## src/rtl/quad_pkg.sv

```systemverilog
// Shared types and helpers for the quadrature decoder: phase states, edge
// classes and the Gray-code neighbour relations used to classify transitions.
package quad_pkg;

    typedef enum logic [2:0] {UNSYNC, P00, P01, P11, P10} phase_t;
    typedef enum logic [1:0] {NONE, CW, CCW, ILLEGAL} edge_t;

    localparam logic DIR_CW  = 1'b1;
    localparam logic DIR_CCW = 1'b0;

    function automatic phase_t phase_of(input logic [1:0] ab);
        phase_t p;
        case (ab)
            2'b00:   p = P00;
            2'b01:   p = P01;
            2'b11:   p = P11;
            default: p = P10;
        endcase
        return p;
    endfunction

    function automatic logic [1:0] ab_of(input phase_t p);
        logic [1:0] ab;
        case (p)
            P01:     ab = 2'b01;
            P11:     ab = 2'b11;
            P10:     ab = 2'b10;
            default: ab = 2'b00;
        endcase
        return ab;
    endfunction

    // CW successor of {a,b} is {b,~a}; CCW successor is {~b,a}.
    function automatic edge_t classify(input phase_t cur, input logic [1:0] ab);
        logic [1:0] cur_ab;
        edge_t      e;
        cur_ab = ab_of(cur);
        if (cur == UNSYNC || ab == cur_ab)
            e = NONE;
        else if (ab == {cur_ab[0], ~cur_ab[1]})
            e = CW;
        else if (ab == {~cur_ab[0], cur_ab[1]})
            e = CCW;
        else
            e = ILLEGAL;
        return e;
    endfunction

endpackage

```

## src/rtl/quad_pos_counter.sv

```systemverilog
// Position register stepped by single-cycle inc/dec requests; either wraps
// modulo 2^WIDTH or saturates at the range bounds.
module quad_pos_counter #(
    parameter int WIDTH = 8,
    parameter int WRAP  = 1
) (
    input  logic             clk,
    input  logic             rst,
    input  logic             inc,
    input  logic             dec,
    input  logic             clr,
    output logic [WIDTH-1:0] pos
);

    localparam logic [WIDTH-1:0] POS_MAX = '1;
    localparam logic [WIDTH-1:0] POS_MIN = '0;

    logic [WIDTH-1:0] pos_reg;
    logic [WIDTH-1:0] pos_next;

    generate
        if (WRAP != 0) begin : g_wrap
            always_comb begin
                pos_next = pos_reg;
                if (clr)
                    pos_next = '0;
                else if (inc)
                    pos_next = pos_reg + 1'b1;
                else if (dec)
                    pos_next = pos_reg - 1'b1;
            end
        end else begin : g_sat
            always_comb begin
                pos_next = pos_reg;
                if (clr)
                    pos_next = '0;
                else if (inc && pos_reg != POS_MAX)
                    pos_next = pos_reg + 1'b1;
                else if (dec && pos_reg != POS_MIN)
                    pos_next = pos_reg - 1'b1;
            end
        end
    endgenerate

    always_ff @(posedge clk or posedge rst) begin
        if (rst)
            pos_reg <= '0;
        else
            pos_reg <= pos_next;
    end

    assign pos = pos_reg;

endmodule

```

## src/rtl/quad_decoder.sv

```systemverilog
// Quadrature decoder: registers A/B, tracks the Gray-code phase, accumulates
// valid edges into detent steps and drives the position counter.
module quad_decoder #(
    parameter int WIDTH = 8,
    parameter int DIV   = 4,
    parameter int WRAP  = 1
) (
    input  logic             clk,
    input  logic             rst,
    input  logic             a,
    input  logic             b,
    input  logic             en,
    input  logic             clr,
    input  logic             err_clr,
    output logic [WIDTH-1:0] pos,
    output logic             step,
    output logic             dir,
    output logic             err
);

    import quad_pkg::*;

    localparam logic signed [3:0] DIV_POS = 4'(DIV);
    localparam logic signed [3:0] DIV_NEG = -DIV_POS;

    logic [1:0]        ab_reg;
    phase_t            phase_reg;
    logic signed [2:0] acc_reg;
    logic              step_reg;
    logic              dir_reg;
    logic              err_reg;

    edge_t             edge_type;
    logic signed [3:0] acc_sum;
    logic              is_move;
    logic              hit_cw;
    logic              hit_ccw;
    logic              inc;
    logic              dec;

    // The sum is one bit wider than acc_reg so that +DIV (=4) is representable.
    always_comb begin
        edge_type = classify(phase_reg, ab_reg);
        is_move   = (edge_type == CW) || (edge_type == CCW);
        acc_sum   = {acc_reg[2], acc_reg};
        if (edge_type == CW)
            acc_sum = acc_sum + 4'sd1;
        else if (edge_type == CCW)
            acc_sum = acc_sum - 4'sd1;
        hit_cw  = en && (edge_type == CW)  && (acc_sum == DIV_POS);
        hit_ccw = en && (edge_type == CCW) && (acc_sum == DIV_NEG);
        inc     = hit_cw  && !clr;
        dec     = hit_ccw && !clr;
    end

    always_ff @(posedge clk or posedge rst) begin
        if (rst) begin
            ab_reg    <= 2'b00;
            phase_reg <= UNSYNC;
            acc_reg   <= '0;
            step_reg  <= 1'b0;
            dir_reg   <= DIR_CCW;
            err_reg   <= 1'b0;
        end else begin
            ab_reg <= {a, b};
            // Sync from the sample being captured so the stale reset value of
            // ab_reg can never be mistaken for a phase jump.
            if (phase_reg == UNSYNC)
                phase_reg <= phase_of({a, b});
            else
                phase_reg <= phase_of(ab_reg);

            if (edge_type == ILLEGAL)
                err_reg <= 1'b1;
            else if (err_clr)
                err_reg <= 1'b0;

            step_reg <= inc || dec;
            if (inc)
                dir_reg <= DIR_CW;
            else if (dec)
                dir_reg <= DIR_CCW;

            if (clr)
                acc_reg <= '0;
            else if (en && is_move)
                acc_reg <= (hit_cw || hit_ccw) ? 3'sd0 : acc_sum[2:0];
        end
    end

    quad_pos_counter #(
        .WIDTH (WIDTH),
        .WRAP  (WRAP)
    ) u_pos_counter (
        .clk (clk),
        .rst (rst),
        .inc (inc),
        .dec (dec),
        .clr (clr),
        .pos (pos)
    );

    assign step = step_reg;
    assign dir  = dir_reg;
    assign err  = err_reg;

endmodule

```

## config.mk

```make
export PLATFORM = sky130hd
export DESIGN_NAME = quad_decoder
export DESIGN_NICKNAME = d
export VERILOG_FILES = /design/src/rtl/quad_pkg.sv /design/src/rtl/quad_pos_counter.sv /design/src/rtl/quad_decoder.sv
export SDC_FILE = /design/constraint.sdc
export NUM_CORES = 1
export LEC_CHECK = 0
export BUFFER_PORTS_ARGS = -buffer_cell sky130_fd_sc_hd__buf_4
export CAP_MARGIN = 10
export CORE_MARGIN = 4
export CORE_UTILIZATION = 46
export DETAILED_ROUTE_END_ITERATION = 7
export PLACE_DENSITY = 0.7
export SLEW_MARGIN = 25
export SYNTH_ARGS = -nofsm -noshare
export SYNTH_HDL_FRONTEND = slang
export SYNTH_SLANG_ARGS = --single-unit
```

## constraint.sdc

```tcl
create_clock -name clk -period 4.67 [get_ports clk]
set_input_delay 0.7005 -clock clk [delete_from_list [all_inputs] [get_ports clk]]
set_output_delay 0.7005 -clock clk [all_outputs]
set_load 0.05 [all_outputs]
```

# After elaboration in Yosys (flattened, before gate mapping)
# Index checks and enable logic that the tools add are counted.
# totals
reg_bits	19
inputBits	7
out_inout_bits	11
elab_cells	66
# classes
add_sub_neg	4
eq_ne	15
n_mux	19
n_bitwise	2
reduce_logical	19
# op_table
op	n
$mux 8	3
$pmux 3 s3	2
$mux 3	4
$add 8x1->8 const B	1
$eq 2x2->1 const B	4
$mux 4	2
$sub 8x1->8 const B	1
$logic_and 1x1->1	7
$eq 2x1->1 const B	3
$eq 2x2->1	3
$eq 3x2->1 const B	2
$pmux 2 s3	1
$reduce_bool 2->1	3
$mux 1	5
$add 3x2->4 const B	1
$eq 4x3->1 const B	1
$eq 4x4->1 const B	1
$logic_not 2->1	2
$logic_or 1x1->1	4
$mux 2	2
$sub 3x2->4 const B	1
$eq 3x3->1 const B	1
$logic_not 3->1	1
$reduce_bool 3->1	1
other kinds (2)	3

# Depth between registers and ports, before layout
# Gate-level depths: netlist of the first run.
# depth
depth_word	16
ltp_mapped	17
ltp_nobuf	16

# Cells and area by module
# Synthesis of the first run repeated with hierarchy kept, for this count alone.
# hier_totals
hier_cells	164
hier_area_um2	1510.2
# modules_own_cells
module	n_inst	cells_each	area_each_um2	seq_area_each_um2
quad_decoder	1	88	815.8	275.3
quad_pos_counter	1	76	694.4	200.2

# Worst setup path after synthesis of the first run
# OpenSTA, ideal clock, no wires.
# synth_path
path_type	register to register
from	register ab_reg[0]
to	register u_pos_counter.pos_reg[7], in the netlist u_pos_counter.pos[7]
setup_ps	138
t_arrival_ps	3523
required_time_ps	4532
slack_ps	1009
path_stages_with_launch	17
n_path_buf	1
synth_period_minus_slack_ps	3661
path_cell_list	dfrtp_1 nor2_1 a21oi_1 o22ai_1 a21oi_1 inv_1 ha_1 buf_2 nand3b_1 a211oi_4 nand3_1 ha_1 o21a_1 a2111o_1 a21o_1 a221oi_2 o311ai_1
# synth_between
elab_chain_cells	12
word_cells_on_any_way	22
cone_classes	7 x eq/ne; 7 x mux; 8 x reduce/logical
# synth_rtl
element	line	rtl
start: declaration	quad_decoder.sv:26	logic [1:0] ab_reg;
start signal: assignment	quad_decoder.sv:65	ab_reg <= {a, b};
$eq 2x2->1	quad_pkg.sv:42	else if (ab == {~cur_ab[0], cur_ab[1]})
$mux 1	quad_pkg.sv:42	
$mux 2	quad_pkg.sv:40	else if (ab == {cur_ab[0], ~cur_ab[1]})
$mux 2 *	quad_pkg.sv:38	if (cur == UNSYNC || ab == cur_ab)
$eq 2x2->1	quad_decoder.sv:48, quad_decoder.sv:51	
$mux 4	quad_decoder.sv:48	else if (edge_type == CCW)
$mux 4	quad_decoder.sv:46	if (edge_type == CW)
$eq 4x4->1	quad_decoder.sv:50	hit_cw = en && (edge_type == CW) && (acc_sum == DIV_POS);
$logic_and 1x1->1	quad_decoder.sv:50	
$logic_and 1x1->1	quad_decoder.sv:52	inc = hit_cw && !clr;
$mux 8	quad_pos_counter.sv:27	else if (inc)
$mux 8	quad_pos_counter.sv:25	if (clr)
end signal: assignment	quad_pos_counter.sv:49	pos_reg <= pos_next;
end: declaration	quad_pos_counter.sv:18	logic [WIDTH-1:0] pos_reg;
# Every way passes the cells marked *; elsewhere a longest branch is shown, timed or not.
# A chain may end at the register's enable or synchronous reset.

# Worst setup path in the final report of the first run
# layout_path
from	register phase_reg[1]
to	register u_pos_counter.pos_reg[7], in the netlist u_pos_counter.pos[7]
# layout_between
elab_chain_cells	15
word_cells_on_any_way	29
cone_classes	10 x eq/ne; 8 x mux; 2 x bitwise; 9 x reduce/logical
# layout_rtl
element	line	rtl
start: declaration	quad_decoder.sv:27	phase_t phase_reg;
start signal: assignment	quad_decoder.sv:69	phase_reg <= phase_of({a, b});
start signal: assignment	quad_decoder.sv:71	phase_reg <= phase_of(ab_reg);
$eq 3x3->1 / $eq 3x2->1 (equally long branches)	quad_pkg.sv:24	case (p)
$pmux 2 s3	quad_pkg.sv:24	
$not 1->1	quad_pkg.sv:42	
$eq 2x2->1	quad_pkg.sv:42	
$mux 1	quad_pkg.sv:42	
$mux 2	quad_pkg.sv:40	
$mux 2 *	quad_pkg.sv:38	
$eq 2x2->1	quad_decoder.sv:48, quad_decoder.sv:51	
$mux 4	quad_decoder.sv:48	
$mux 4	quad_decoder.sv:46	
$eq 4x4->1	quad_decoder.sv:50	
$logic_and 1x1->1	quad_decoder.sv:50	
$logic_and 1x1->1	quad_decoder.sv:52	
$mux 8	quad_pos_counter.sv:27	
$mux 8	quad_pos_counter.sv:25	
# Marked as above.

==> reports/metrics.cfg, run 1 <==
[cts]
cts_hold_buf = 0
cts.repair.resized = 0
h-tree-depth = 1
cts_tree = done
cts.sinks = 19
numCtsBuffers = 3
clock_latency_ns = 0.30
root_buffer = clkbuf_4
postCtsSetupRepairBufs = 0
cts_buffer_depth = 2
clk_pin_slew_ns = 0.12

[synthesis]
async_flop_share_pct = 100
synthTopCellsByCount = dfrtp_1 (19), ha_1 (17), inv_1 (15)
synth_top_cell_by_area = dfrtp_1
synthCells = 165
synth_cell_types = 53
synth_fp_nets = 190
synth_flop_cell = dfrtp_1
synth_top_area_share_pct = 31.9
synth_seq_cells = 19
ys_seq_area_share_pct = 31.9
synth_edf_count = 0
yosys-top-cells-area = dfrtp_1 (32%), ha_1 (14%), a21oi_1 (4.4%)
avgSynthCellArea_um2 = 9.02
syn_area_mm2 = 0.00149
yosysMostFrequentCell = dfrtp_1
ys.warnings.count = 0

[place]
place_congestion = 0.878
numPortBuffers = 17
hpwlAfterDp_mm = 2.32

[timing]
tightest_slew_ns = 0.736
max_freq_ghz = 0.236
fin_worst_skew_ns = 0.00609
finalCritPeriodShare_pct = 90.7
final_max_slew_viol_count = 0
hold_violations = 0
rsz0062_at_grt = false
slew_headroom_pct = 50.9
period_minus_slack_ns = 4.24
fin_tns_setup_ns = 0
setup_violations = 0

[power_and_ir_drop]
irDropWorstVdd_v = 0.000179
seq_power_share_pct = 33.9
intPower_uw = 359
pwr_density_cell_mw_per_mm2 = 384
swShare_pct = 44.1
total_leakage_power_uw = 0.000815
total_power_uw = 643
combPwrFrac_pct = 52.8
p_clk_share_pct = 13.3
switchingPower_uw = 284

[global_route]
grt_pass1_wl_mm = 5.38
grt.total_usage_pct = 15.6
grt_max_degree = 20
overflow = 0
antenna_found_initial = 0
grt_pass1_vias = 1272

[cells_and_area]
area_delta_synth_final_pct = 12.5
antenna_cells = 0
drive_gt1_share_pct = 17.6
final_nets = 208
largest_reg_flops = 8

[min_path]
min_path_type = flip-flop to flip-flop

[floorplan]
initial_utilization_pct = 48.4
die_y_um = 64.9
ios = 18
rows = 20
core_area_mm2 = 0.00308
die_w_um = 64.9
die_area_mm2 = 0.00421

[drt]
wirelength_mm = 3.04
ant_nets = 0
wl_per_cell_um = 13.4
num_vias = 1245
drc = 0
via_per_inst = 5.51
first_iter_violations = 70
drtPass1Iterations = 4

[critical_path]
crit_type = flip-flop to flip-flop
required_ns = 4.85
cp-end-kind = flip-flop
critPathArrivalTime_ns = 4.41
setup.worst_path.start_class = flip-flop
cp_max_fo = 13

[outcome]
status = finished clean

[run]
cap_violations = 0

## layout by cell type (no fill, tap or decap), types with 4 or more instances in the layout
master and n:
nand2_1 13, o21ai_0 8, nor3_1 4, dfrtp_1 19, ha_1 17, nor2b_1 4, buf_4 17, nor2_1 10
a21oi_1 13, inv_1 15, nand2b_1 6, nand3_1 5
## cell type report
cell class | instances | area (um2)
clock buffer | 3 | 22.5
clock inverter | 1 | 5.00
fill | 290 | 1400
inverter | 15 | 56.3
multi-input combinational | 127 | 933
sequential | 19 | 475
tap | 44 | 55.1
timing repair buffer | 17 | 128
## power groups by stage
| stage | combinational [uW] | sequential, uW | clock, uW |
|---|---|---|---|
| final | 339 | 218 | 85.8 |
| after global placement | 329 | 220 | 0 |
| after CTS | 341 | 218 | 90.1 |
| after detailed placement | 339 | 221 | 0 |
| after global routing | 376 | 223 | 93.2 |
| after floorplan | 214 | 270 | 0 |
## logic make-up after synthesis
logic type	Yosys count	synth area share [%]
and+or+nand+nor	61	23.0
AOI/OAI and AO/OA	44	21.3
buffers and inverters	19	5.38
DFF	19	31.9
adders and majority gates	18	15.6
xor gates and xnor gates	2	1.18
muxes	2	1.51
## worst max-delay path, stage by stage, from the launching register on
cell,delay (ns)
dfrtp_1,0.46
nor2_1,0.10
a21oi_1,0.13
o22ai_1,0.10
a21oi_1,0.23
inv_1,0.07
ha_1,0.31
or4_1,0.54
nand3_1,0.14
nand3_1,0.32
ha_1,0.46
o21a_1,0.24
a2111o_1,0.43
a21o_1,0.22
a221oi_2,0.23
o311ai_1,0.13
## routing by layer
| layer | track usage, % | up-vias | wire [um] | share of wire (%) |
|---|---|---|---|---|
| met5 | 0 | - | 0 | 0 |
| met4 | 5.28 | 0 | 16 | 0.53 |
| met3 | 1.91 | 2 | 70 | 2.3 |
| met2 | 29.8 | 14 | 1620 | 53 |
| met1 | 17.5 | 598 | 1340 | 44 |
| li1 | - | 631 | - | - |
## stage by stage
step           instances  setup slack, ns  hold slack, ns  area [um2]  util, %
3_5_place_dp         222            0.445           0.470        1650     53.5
3_3_place_gp         222            0.678           0.463        1650     53.5
2_1_floorplan        165             1.01           0.553        1490        -
5_1_grt              226           0.0920           0.522        1680     54.4
6_report             226            0.433           0.497        1680     54.4
4_1_cts              226            0.421           0.502        1680     54.4
## path summary, 6_finish.rpt
kind,start,to,slack (ns),cells after the start
setup / recovery,phase_reg[1],u_pos_counter.pos[7],0.43,15
hold / removal,err,err,0.50,1
setup reg to reg,phase_reg[1],u_pos_counter.pos[7],0.43,15
hold reg to reg,err,err,0.50,1
max in group asynchronous,rst,phase_reg[1],3.69,2
min in group asynchronous,rst,u_pos_counter.pos[6],0.52,2
(Power assumes the default switching activity.)
==> run 2, diff against run 1 <==
--- a/config.mk
+++ b/config.mk
@@ -8,9 +8,9 @@
 export BUFFER_PORTS_ARGS = -buffer_cell sky130_fd_sc_hd__buf_4
 export CAP_MARGIN = 10
 export CORE_MARGIN = 4
-export CORE_UTILIZATION = 46
+export CORE_UTILIZATION = 55
 export DETAILED_ROUTE_END_ITERATION = 7
-export PLACE_DENSITY = 0.7
+export PLACE_DENSITY = 0.81
 export SLEW_MARGIN = 25
 export SYNTH_ARGS = -nofsm -noshare
 export SYNTH_HDL_FRONTEND = slang
==> run 2 against run 1 <==
Setup slack lost 0.036 ns. Clock skew grew 0.0025 ns. Die area shrank 14%. Non-clock buffer count is the same. First-iteration DRC count up 26%. Core utilization rose by 11 points. Routed wire length increased by 3.0%. Critical path type unchanged. Largest cell class unchanged. Highest routed layer unchanged.
==> reports/metrics.cfg, run 2 (same netlist as run 1, synthesis figures left out) <==
[timing]
rsz0062_at_grt = false
max_freq_ghz = 0.234
period_minus_slack_ns = 4.27
fin_ws_ns = 0.397
tightest_slew_ns = 0.717
final_max_slew_viol_count = 0
slew_headroom_pct = 52.1
finalCritPeriodShare_pct = 91.5
setup_violations = 0
hold_violations = 0
fin_tns_setup_ns = 0
fin_worst_skew_ns = 0.00857

[critical_path]
r2r-start = ab_reg[1]
required_ns = 4.86
reg2reg_setup_slack_ns = 0.40
critPathArrivalTime_ns = 4.46
crit_type = flip-flop to flip-flop
rr_worst_depth = 14
cp-end-kind = flip-flop
rr_endpoint = u_pos_counter.pos[7]
setup.worst_path.start_class = flip-flop
cp_max_fo = 13

[global_route]
grt_pass1_vias = 1290
grt_max_degree = 20
antenna_found_initial = 0
grt.total_usage_pct = 20.9
grt_pass1_wl_mm = 5.67
overflow = 0

[floorplan]
ios = 18
rows = 18
die_area_mm2 = 0.00360
core_area_mm2 = 0.00252
die_w_um = 60.0
initial_utilization_pct = 59.0
die_y_um = 60.0

[cts]
cts_tree = done
root_buffer = clkbuf_4
clk_pin_slew_ns = 0.12
cts.sinks = 19
numCtsBuffers = 3
cts_buffer_depth = 2
h-tree-depth = 1
clock_latency_ns = 0.32
cts.repair.resized = 0
cts_hold_buf = 0
postCtsSetupRepairBufs = 0

[drt]
via_per_inst = 5.98
wl_per_cell_um = 14.8
num_vias = 1267
ant_nets = 0
first_iter_violations = 88
drc = 0
drtPass1Iterations = 4
wirelength_mm = 3.13

[cells_and_area]
layout_commonest_cell = dfrtp_1
antenna_cells = 0
layout_common_cells = dfrtp_1 (19), ha_1 (17), buf_4 (17)
final_nets = 208
final_area_mm2 = 0.00166
largest_reg_flops = 8
area_delta_synth_final_pct = 11.3
drive_gt1_share_pct = 17.6

[place]
place_congestion = 0.891
hpwlAfterDp_mm = 2.41
place_area_mm2 = 0.00163
dp_slack_ns = 0.430
numPortBuffers = 17

[power_and_ir_drop]
total_leakage_power_uw = 0.000815
irDropWorstVdd_v = 0.000266
pwr_density_cell_mw_per_mm2 = 392
total_power_uw = 651

[outcome]
status = finished clean

[run]
cap_violations = 0

[min_path]
min_path_type = primary input to asynchronous set/reset pin

==> run 2: cell counts in the layout (fill, tap and decap cells not counted) <==
No cell type changed its count.
==> run 2: per-stage QoR <==
stage / util (%) / hold WS, ns / instances
2_1_floorplan: - / 0.553 / 165
5_1_grt: 65.7 / 0.495 / 212
3_3_place_gp: 64.6 / 0.463 / 208
3_5_place_dp: 64.6 / 0.471 / 208
6_report: 65.7 / 0.487 / 212
4_1_cts: 65.7 / 0.502 / 212
==> run 2: cell type report <==
type | instances | area [um2]
clock inverters | 1 | 5.00
flip-flops and latches | 19 | 475
well taps | 30 | 37.5
inverters | 15 | 56.3
clock buffers | 3 | 22.5
multi-input cells | 127 | 933
repair buffers | 17 | 128
fillers | 210 | 865
==> run 2: power breakdown <==
| part | internal (uW) | total (uW) | switching [uW] |
|---|---|---|---|
| clock | 32.1 | 89.6 | 57.5 |
| combinational | 138 | 343 | 205 |
| sequential | 190 | 218 | 28.0 |
==> run 2: layer usage <==
layer  track usage (%)  routed length [um]
met5                 0                   0
met4              10.1                  69
met3              3.46                  86
met2              36.9                1590
met1              24.2                1390
==> run 2: how the worst max path moves through the flow <==
stage              start                   end  slack [ns]
6_report       ab_reg[1]  u_pos_counter.pos[7]        0.40
5_1_grt        ab_reg[1]  u_pos_counter.pos[7]        0.06
3_5_place_dp   ab_reg[1]  u_pos_counter.pos[7]        0.43
2_1_floorplan  ab_reg[0]  u_pos_counter.pos[7]        1.01
4_1_cts        ab_reg[1]  u_pos_counter.pos[7]        0.43
3_3_place_gp   ab_reg[1]  u_pos_counter.pos[7]        0.70
==> run 2: critical path, stage by stage (launching register included) <==
cell      delay (ns)
dfrtp_1         0.48
nand2_1         0.09
o21ai_0         0.12
o221ai_1        0.27
inv_1           0.11
ha_1            0.33
or4_1           0.54
nand3_1         0.14
nand3_1         0.32
ha_1            0.46
o21a_1          0.25
a2111o_1        0.44
a21o_1          0.22
a221oi_2        0.23
o311ai_1        0.15
